### src/rtl/commit_unit.sv
// commit_unit: retires ROB commit entries as register writes, exception flushes or halt.
// Optional COMMIT_PERF_EN adds a stall_count output.
module commit_unit #(
  parameter int N_ROB_W      = 4,
  parameter int REG_ADDR_W   = 6,
  parameter int DATA_W       = 32,
  parameter int FLUSH_CYCLES = 2
) (
  input  logic                  clk,
  input  logic                  nrst,
  input  logic                  c_valid,
  output logic                  c_ready,
  input  logic [N_ROB_W-1:0]    c_rob_id,
  input  logic [REG_ADDR_W-1:0] c_dst_reg,
  input  logic [DATA_W-1:0]     c_content,
  input  logic [DATA_W-1:0]     c_pc,
  input  logic                  c_no_wb,
  input  logic                  c_exception,
  input  logic                  c_halt,
  output logic                  wb_valid,
  output logic [REG_ADDR_W-1:0] wb_addr,
  output logic [DATA_W-1:0]     wb_data,
  output logic [N_ROB_W-1:0]    wb_rob_id,
  output logic                  clear,
  output logic                  exc_valid,
  output logic [DATA_W-1:0]     exc_pc,
  output logic                  halted,
`ifdef COMMIT_PERF_EN
  output logic [31:0]           stall_count,
`endif
  output logic [31:0]           commit_count
);
  localparam logic [1:0] RUN   = 2'd0;
  localparam logic [1:0] FLUSH = 2'd1;
  localparam logic [1:0] HALT  = 2'd2;
  localparam int CW = $clog2(FLUSH_CYCLES + 1);
  logic [1:0] state;
  logic [CW-1:0] flush_cnt;
  logic acc, exc, wr;
  assign c_ready = state == RUN;
  assign clear   = state == FLUSH;
  assign halted  = state == HALT;
  assign acc     = c_valid & c_ready;
  assign exc     = acc & c_exception;
  assign wr      = acc & ~c_exception & ~c_no_wb & (c_dst_reg != '0);
  always_ff @(posedge clk or negedge nrst) begin
    if (!nrst) begin
      state        <= RUN;
      flush_cnt    <= '0;
      wb_valid     <= 1'b0;
      wb_addr      <= '0;
      wb_data      <= '0;
      wb_rob_id    <= '0;
      exc_valid    <= 1'b0;
      exc_pc       <= '0;
      commit_count <= '0;
    end else begin
      wb_valid  <= wr;
      exc_valid <= exc;
      if (wr) begin
        wb_addr   <= c_dst_reg;
        wb_data   <= c_content;
        wb_rob_id <= c_rob_id;
      end
      if (exc) exc_pc <= c_pc;
      if (acc & ~c_exception) commit_count <= commit_count + 32'd1;
      // flush_cnt counts remaining clear cycles after the first
      if (exc) begin
        state     <= FLUSH;
        flush_cnt <= CW'(FLUSH_CYCLES - 1);
      end else if (acc & c_halt) begin
        state <= HALT;
      end else if (state == FLUSH) begin
        if (flush_cnt == '0) state <= RUN;
        else flush_cnt <= flush_cnt - CW'(1);
      end
    end
  end
`ifdef COMMIT_PERF_EN
  always_ff @(posedge clk or negedge nrst) begin
    if (!nrst) stall_count <= '0;
    else if ((state == RUN & ~c_valid) | state == FLUSH) stall_count <= stall_count + 32'd1;
  end
`endif
endmodule

### config.mk
export PLATFORM = sky130hd
export DESIGN_NAME = commit_unit
export DESIGN_NICKNAME = d
export VERILOG_FILES = /design/src/rtl/commit_unit.sv
export SDC_FILE = /design/constraint.sdc
export NUM_CORES = 1
export LEC_CHECK = 0
export BUFFER_PORTS_ARGS = -buffer_cell sky130_fd_sc_hd__buf_2
export CORE_ASPECT_RATIO = 1.2
export CORE_MARGIN = 2
export CORE_UTILIZATION = 25
export CTS_CLUSTER_DIAMETER = 150
export DETAILED_ROUTE_END_ITERATION = 8
export PLACE_DENSITY_LB_ADDON = 0.12
export SKIP_LAST_GASP = 1
export SLEW_MARGIN = 20
export SYNTH_ARGS = -nofsm -noshare
export SYNTH_HDL_FRONTEND = slang
export SYNTH_SLANG_ARGS = --single-unit
### constraint.sdc
create_clock -name clk -period 4.05 [get_ports clk]
set_input_delay 0.81 -clock clk [delete_from_list [all_inputs] [get_ports clk]]
set_output_delay 0.81 -clock clk [all_outputs]
set_load 0.02 [all_outputs]
==> results.md, run 1 <==
* Status: completed
* Fraction of the yosys area taken by sequential cells at 61.8%
* Post-synthesis instance area at 4530 um^2
* Placement row count at 53
* Clock insertion delay at the later pin of the skew report at 0.35 ns
* RD Place Congestion at 0.668
* Most instantiated flip-flop cell in the synthesis netlist: dfrtp_1
* Placed wire-length estimate at 7850 um
* Int Pwr at 2.72 mW
* Async set-reset flop share out of synthesis at 100%
* Switching Power at 1.52 mW
* CTS resizes at 0
* Areal power density over the cells at 699 nW/um^2
* Vias at 3104
* Top cells by area, synth: dfrtp_1 62%, mux2_2 17%, xor2_1 3.3%
* Count of placed standard cells including taps at 717
* Unrepaired setup endpoints after global routing: no
* Proportion of power drawn by flip-flops and latches at 41.3%
* Root buffer selected by CTS: clkbuf_16
* Count of unique library cells instantiated by Yosys at 30
* Endpoint of the worst hold path: commit_count[31]
* Number of setup violations in the final report at 0
* First DRT Iteration DRCs at 80
* Final wirelength at 10600 um
* Gr busiest metal: met2
* Die footprint at 19200 um^2
* Max incr delay on CP at 0.46 ns
* Register-to-register setup slack at 1.89 ns
* Post-route DRC at 0
* Accumulated negative setup slack at 0 ns
* Gate power share at 36.1%
* Count of state elements after synthesis at 112
* Fraction of power spent switching nets at 35.8%
* Transition time of the tightest slew-check pin at 0.784 ns
* Vias in the first global route at 3199
* Critical path arrival at 2.45 ns
* Synth warnings at 0
* Global Route met1 Usage at 13.8%
* I/O pins at 191
* Static Leakage at 3.05 nW
* Post-CTS Setup Bufs at 0
* Worst IR Drop VDD at 0.000341 V
* Max-capacitance violation count at 0
* Final period util at 54.6%
* Vias per cell at 4.23
* Min-delay worst type: reg -> reg
* Final cell count without fillers at 734
* Post-layout minimum cycle time at 2.21 ns
* CP Class: in -> reg
* Buffer and inverter count on the worst path at 3
* GR met2 Demand/Resource at 19.0%
* Floorplan core area at 17600 um^2
* Worst-path fanout max at 43
* Setup crit start kind: input port
* Number of cell instances on the worst register-to-register path at 5
* Crit end category: flip-flop
* Final global-route overflow total at 0
* Biggest area consumer among synthesized cells: dfrtp_1
* Number of H-tree levels at 3
* Die Width at 127 um
* Pins Over Slew Limit at 0
* CTS buffer count at 9
* First-pass GRT wire length at 16900 um
* Clock tree from TritonCTS: built
* Most Frequent Cell on Critical Path: buf_4
* Count of cells along the worst hold path at 1
* TritonRoute pass-1 iters at 4
* Maximum clock frequency at 452 MHz
* Antenna violations before repair at 1
* Cell Chain, Critical Path: buf_2, nor4b_4, buf_4, nor3b_4, buf_4, mux2_2
* Deepest clock path buffer count at 2
* Final Hold Viols at 0
* Cell with the largest stage delay on the worst path: buf_4
* Count of port buffers added during placement at 190
* Routed wire per std cell at 14.4 um
* Area grow syn2layout at 33.7%
* Count of hold-fix buffers inserted at cts at 0
* Worst R2R End: wb_data[30]
* Initial core utilization at 25.7%
* Sink count of the clock tree at 112
* Startpoint of the lowest-slack hold path: commit_count[31]
* Synthesized instance count at 313
* Vertical die dimension at 151 um
* Share of the synthesized area in the top cell type at 61.8%
* Required time worst endpoint at 4.29 ns
* Worst reg2reg path startpoint: state[0]
* Cell family contributing the most delay on the critical path: buffers and inverters
* Worst-case headroom to the max-slew limit at 47.7%
* Post-synth net total at 395
* Fraction of layout cells with a size suffix above 1 at 55.9%
* Post-synth EDFFs at 0
* Global routing usage on met3 at 2.21%
* Number of nets in the layout at 590
* Clock edge transition at the registers on the reported setup and hold paths at 0.07 ns
* Synth Area per Inst at 14.5 um^2
* Clock Power Share at 22.7%
* Maximum number of pins on one net before global-route repair at 60
* GRT Util Overall at 11.3%
* Clock Skew at 0.00599 ns
* Number of nets with antenna violations after detailed routing at 0
layout make-up:
type | count | area (um^2)
Timing Repair Buffer | 194 | 996
Clock inverter | 7 | 95.1
Inverter | 7 | 26.3
Sequential cell | 112 | 2800
Multi-Input combinational cell | 184 | 1640
Fill cell | 1795 | 11600
Antenna cell | 1 | 2.50
Tap cell | 220 | 275
Clock buffer | 9 | 225
cells by family (layout without fill, tap and decap cells):
family / Yosys count / in the layout / synth area share, %
compound gates: 3 / 3 / 0.497
xor+xnor: 32 / 32 / 6.18
fa+ha+maj: 2 / 2 / 0.552
buf+inv: 17 / 217 / 2.02
flops: 112 / 112 / 61.8
mux: 75 / 75 / 18.6
other cells: 0 / 1 / 0
simple gates: 72 / 72 / 10.3
stage by stage:
stage | hold WS, ns | power, mW | setup WS [ns] | area [um^2] | utilization, %
detailed placement | 0.468 | 3.33 | 1.43 | 5740 | 32.5
finish | 0.478 | 4.24 | 1.84 | 6060 | 34.4
CTS | 0.482 | 4.32 | 1.81 | 6060 | 34.3
global placement | 0.462 | 3.30 | 1.48 | 5740 | 32.5
floorplan | 0.492 | 2.73 | 1.85 | 4530 | -
global route | 0.496 | 4.50 | 1.69 | 6060 | 34.4
layer usage:
layer	part of all wire (%)	wire [um]
met5	0	0
met2	52	5510
met4	2.6	271
met3	4.9	523
met1	41	4300
sequential cells by signal, indices dropped and copies added, names as in the netlist:
name and count:
commit_count 32, exc_pc 32, exc_valid 1, flush_cnt 2, state 2, wb_addr 6
wb_data 32, wb_rob_id 4, wb_valid 1
worst max path at each step:
| stage | start | endpoint | slack (ns) | cells past startpoint |
|---|---|---|---|---|
| 2_1_floorplan | c_dst_reg[3] | wb_data[16] | 1.85 | 5 |
| 3_3_place_gp | c_exception | wb_data[30] | 1.48 | 6 |
| 3_5_place_dp | c_exception | wb_data[20] | 1.43 | 6 |
| 4_1_cts | c_exception | wb_data[20] | 1.81 | 6 |
| 5_1_grt | c_exception | wb_data[20] | 1.69 | 6 |
| 6_report | c_exception | wb_data[30] | 1.84 | 6 |
power by group through the flow:
stage / logic [mW] / clock network (mW) / registers, mW
finish: 1.53 / 0.960 / 1.75
global route: 1.64 / 1.05 / 1.81
CTS: 1.56 / 1.00 / 1.75
detailed placement: 1.56 / 0 / 1.77
global placement: 1.53 / 0 / 1.77
floorplan: 0.472 / 0 / 2.26
cells in the mapped netlist (2+ instances only):
cell / n
mux2_2: 70
inv_1: 7
xor2_1: 17
nor3_1: 12
and3_1: 4
xnor2_1: 15
nand4_2: 2
buf_4: 6
nand4_1: 6
and2_1: 2
ha_1: 2
nand2_1: 10
buf_2: 4
dfrtp_1: 112
nor2b_1: 3
and4_1: 5
nand2b_1: 2
mux2_1: 5
a21o_1: 2
or4_1: 2
nand3_1: 10
nor2_1: 7
cell usage in the layout (no fill, tap or decap), types with 3 or more instances in the layout:
cell type,count
and3_1,4
and4_1,5
buf_2,189
buf_4,4
clkbuf_16,9
dfrtp_1,112
inv_1,7
mux2_1,5
mux2_2,70
nand2_1,10
nand3_1,10
nand4_1,6
nor2_1,7
nor2b_1,3
nor3_1,12
xnor2_1,15
xor2_1,17
Note: power is estimated with default switching activity, not from simulation.
==> inputs of run 2 (changes only) <==
--- a/config.mk
+++ b/config.mk
@@ -5,6 +5,7 @@
 export SDC_FILE = /design/constraint.sdc
 export NUM_CORES = 1
 export LEC_CHECK = 0
+export ABC_AREA = 1
 export BUFFER_PORTS_ARGS = -buffer_cell sky130_fd_sc_hd__buf_2
 export CORE_ASPECT_RATIO = 1.2
 export CORE_MARGIN = 2
==> constraint.sdc (replaced) <==
create_clock -name clk -period 2.2 [get_ports clk]
set_input_delay 0.44 -clock clk [delete_from_list [all_inputs] [get_ports clk]]
set_output_delay 0.44 -clock clk [all_outputs]
set_load 0.02 [all_outputs]
==> run 2 against run 1 <==
Compared with the run above: flip-flop and latch count did not move; clock power increased by 81%; global-route usage grew 2.3 points; setup slack worse by 1.4 ns; synthesized area up 7.2%; sequential power increased by 18%; wire length up 26%.
==> results.md, run 2 <==
* TritonRoute pass-1 iters at 4
* Antenna violations before repair at 0
* Clock Skew at 0.00546 ns
* Post-synthesis instance area at 4860 um^2
* Setup crit start kind: flip-flop
* Pins Over Slew Limit at 0
* Number of nets in the layout at 863
* Count of hold-fix buffers inserted at cts at 1
* Synth warnings at 0
* Final period util at 77.9%
* Final global-route overflow total at 0
* Most common cell after layout, fill and taps aside: nand2_1
* Fraction of the yosys area taken by sequential cells at 57.7%
* Max-capacitance violation count at 0
* Count of placed standard cells including taps at 1025
* Count of state elements after synthesis at 112
* Clock insertion delay at the later pin of the skew report at 0.35 ns
* Biggest registers after layout: commit_count: 32 flops, exc_pc: 32 flops, wb_data: 32 flops
* Share of the synthesized area in the top cell type at 57.7%
* Top cells by area, synth: dfrtp_1 58%, nand2_1 24%, nor2_1 3.6%
* Total power draw at 3.92 mW
* Initial core utilization at 25.7%
* Placed wire-length estimate at 9910 um
* Count of unique library cells instantiated by Yosys at 22
* Vias at 4298
* Vias in the first global route at 4378
* Fraction of layout cells with a size suffix above 1 at 28.5%
* Unrepaired setup endpoints after global routing: no
* I/O pins at 191
* Root buffer selected by CTS: clkbuf_16
* RD Place Congestion at 0.784
* Number of H-tree levels at 3
* Areal power density over the cells at 608 nW/um^2
* Crit end category: flip-flop
* Vertical die dimension at 157 um
* Post-CTS Setup Bufs at 0
* Post-synth EDFFs at 0
* Final Hold Viols at 0
* Most frequent cells after synthesis: 312 x nand2_1, 112 x dfrtp_1, 46 x nor2_1
* Static Leakage at 3.75 nW
* Worst-path fanout max at 5
* Cell with the most instances after synthesis: nand2_1
* Clock tree from TritonCTS: built
* Clock edge transition at the registers on the reported setup and hold paths at 0.07 ns
* CTS resizes at 0
* CTS buffer count at 9
* Sink count of the clock tree at 112
* Critical path arrival at 1.97 ns
* Most instantiated flip-flop cell in the synthesis netlist: dfrtp_1
* Ant. Diodes at 0
* GRT Util Overall at 13.6%
* Post-layout minimum cycle time at 1.71 ns
* Transition time of the tightest slew-check pin at 0.577 ns
* Synth Area per Inst at 8.27 um^2
* First DRT Iteration DRCs at 120
* Final cell count without fillers at 1042
* Worst IR Drop VDD at 0.000301 V
* Routed wire per std cell at 12.9 um
* Accumulated negative setup slack at 0 ns
* CP Class: reg -> reg
* Min-delay worst type: in -> reg
* First-pass GRT wire length at 22600 um
* Die Width at 131 um
* Worst-case headroom to the max-slew limit at 61.5%
* Count of filler cells inserted in the layout at 2002
* Number of nets with antenna violations after detailed routing at 0
* Vias per cell at 4.12
* Maximum clock frequency at 583 MHz
* Maximum number of pins on one net before global-route repair at 47
* Required time worst endpoint at 2.45 ns
* Async set-reset flop share out of synthesis at 100%
* Post-synth net total at 669
* Count of port buffers added during placement at 190
* Most used cells in the layout excluding fill and tap cells: 312 x nand2_1, 189 x buf_2, 112 x dfrtp_1
* Number of setup violations in the final report at 0
* Area grow syn2layout at 32.9%
* Status: completed
* Deepest clock path buffer count at 2
* Post-route DRC at 0
* Die footprint at 20600 um^2
* Synthesized instance count at 587
* Floorplan core area at 18900 um^2
* Placement row count at 55
* Final wirelength at 13400 um
* Biggest area consumer among synthesized cells: dfrtp_1
==> run 2: metal layers <==
metal  track usage [%]  wire length (um)
met1              17.4              6170
met4              5.49               249
met2              22.1              6000
met5                 0                 0
met3              3.53               973
==> run 2: cells by family after synthesis <==
logic type	after synthesis	share of synthesized area (%)
AND/OR/NAND/NOR	389	32.2
flip-flops	112	57.7
buffers and inverters	54	4.69
XOR/XNOR	21	3.79
AO/OA/AOI/OAI	9	1.08
adder cells (fa/ha/maj)	2	0.515
==> run 2: final timing paths <==
check,start,end,slack [ns],depth (start not counted)
max,commit_count[3],commit_count[25],0.49,9
min,c_content[8],wb_data[8],0.28,3
max reg2reg,commit_count[3],commit_count[25],0.49,9
min reg2reg,exc_pc[22],exc_pc[22],0.47,2
max in group asynchronous,nrst,state[0],1.02,3
min in group asynchronous,nrst,wb_data[0],0.54,2
==> run 2: stage by stage <==
| step | utilization (%) | worst slack [ns] | hold WS (ns) | cell area (um^2) |
|---|---|---|---|---|
| 2_1_floorplan | - | 0.647 | 0.144 | 4860 |
| 3_3_place_gp | 32.4 | 0.453 | 0.362 | 6130 |
| 3_5_place_dp | 32.4 | 0.417 | 0.368 | 6130 |
| 4_1_cts | 34.1 | 0.465 | 0.256 | 6450 |
| 5_1_grt | 34.1 | 0.298 | 0.269 | 6450 |
| 6_report | 34.1 | 0.485 | 0.278 | 6450 |
==> run 2: power breakdown <==
| group | total (mW) | switching [mW] | leakage (nW) | internal, mW |
|---|---|---|---|---|
| Combinational | 0.125 | 0.0675 | 2.08 | 0.0571 |
| Clock | 1.74 | 0.789 | 0.146 | 0.955 |
| Sequential | 2.06 | 0 | 1.53 | 2.06 |
==> run 2: final cells by class <==
cell class / instances / area [um^2] / share of cell area [%]
Sequential cell: 112 / 2800 / 43.4
Multi-Input combinational cell: 421 / 1830 / 28.3
Timing Repair Buffer: 198 / 1040 / 16.1
Tap cell: 256 / 320 / 4.96
Clock buffer: 11 / 253 / 3.92
Inverter: 39 / 146 / 2.27
Clock inverter: 5 / 63.8 / 0.989
==> run 2: worst max-delay path, cell delays in order (launching register included) <==
cell	delay (ns)
dfrtp_1	0.44
nand2_1	0.10
nor2_1	0.11
nand2_1	0.15
nor2_1	0.36
nand2_1	0.20
nor2_1	0.12
nand2_1	0.05
nand2_1	0.06
inv_1	0.03
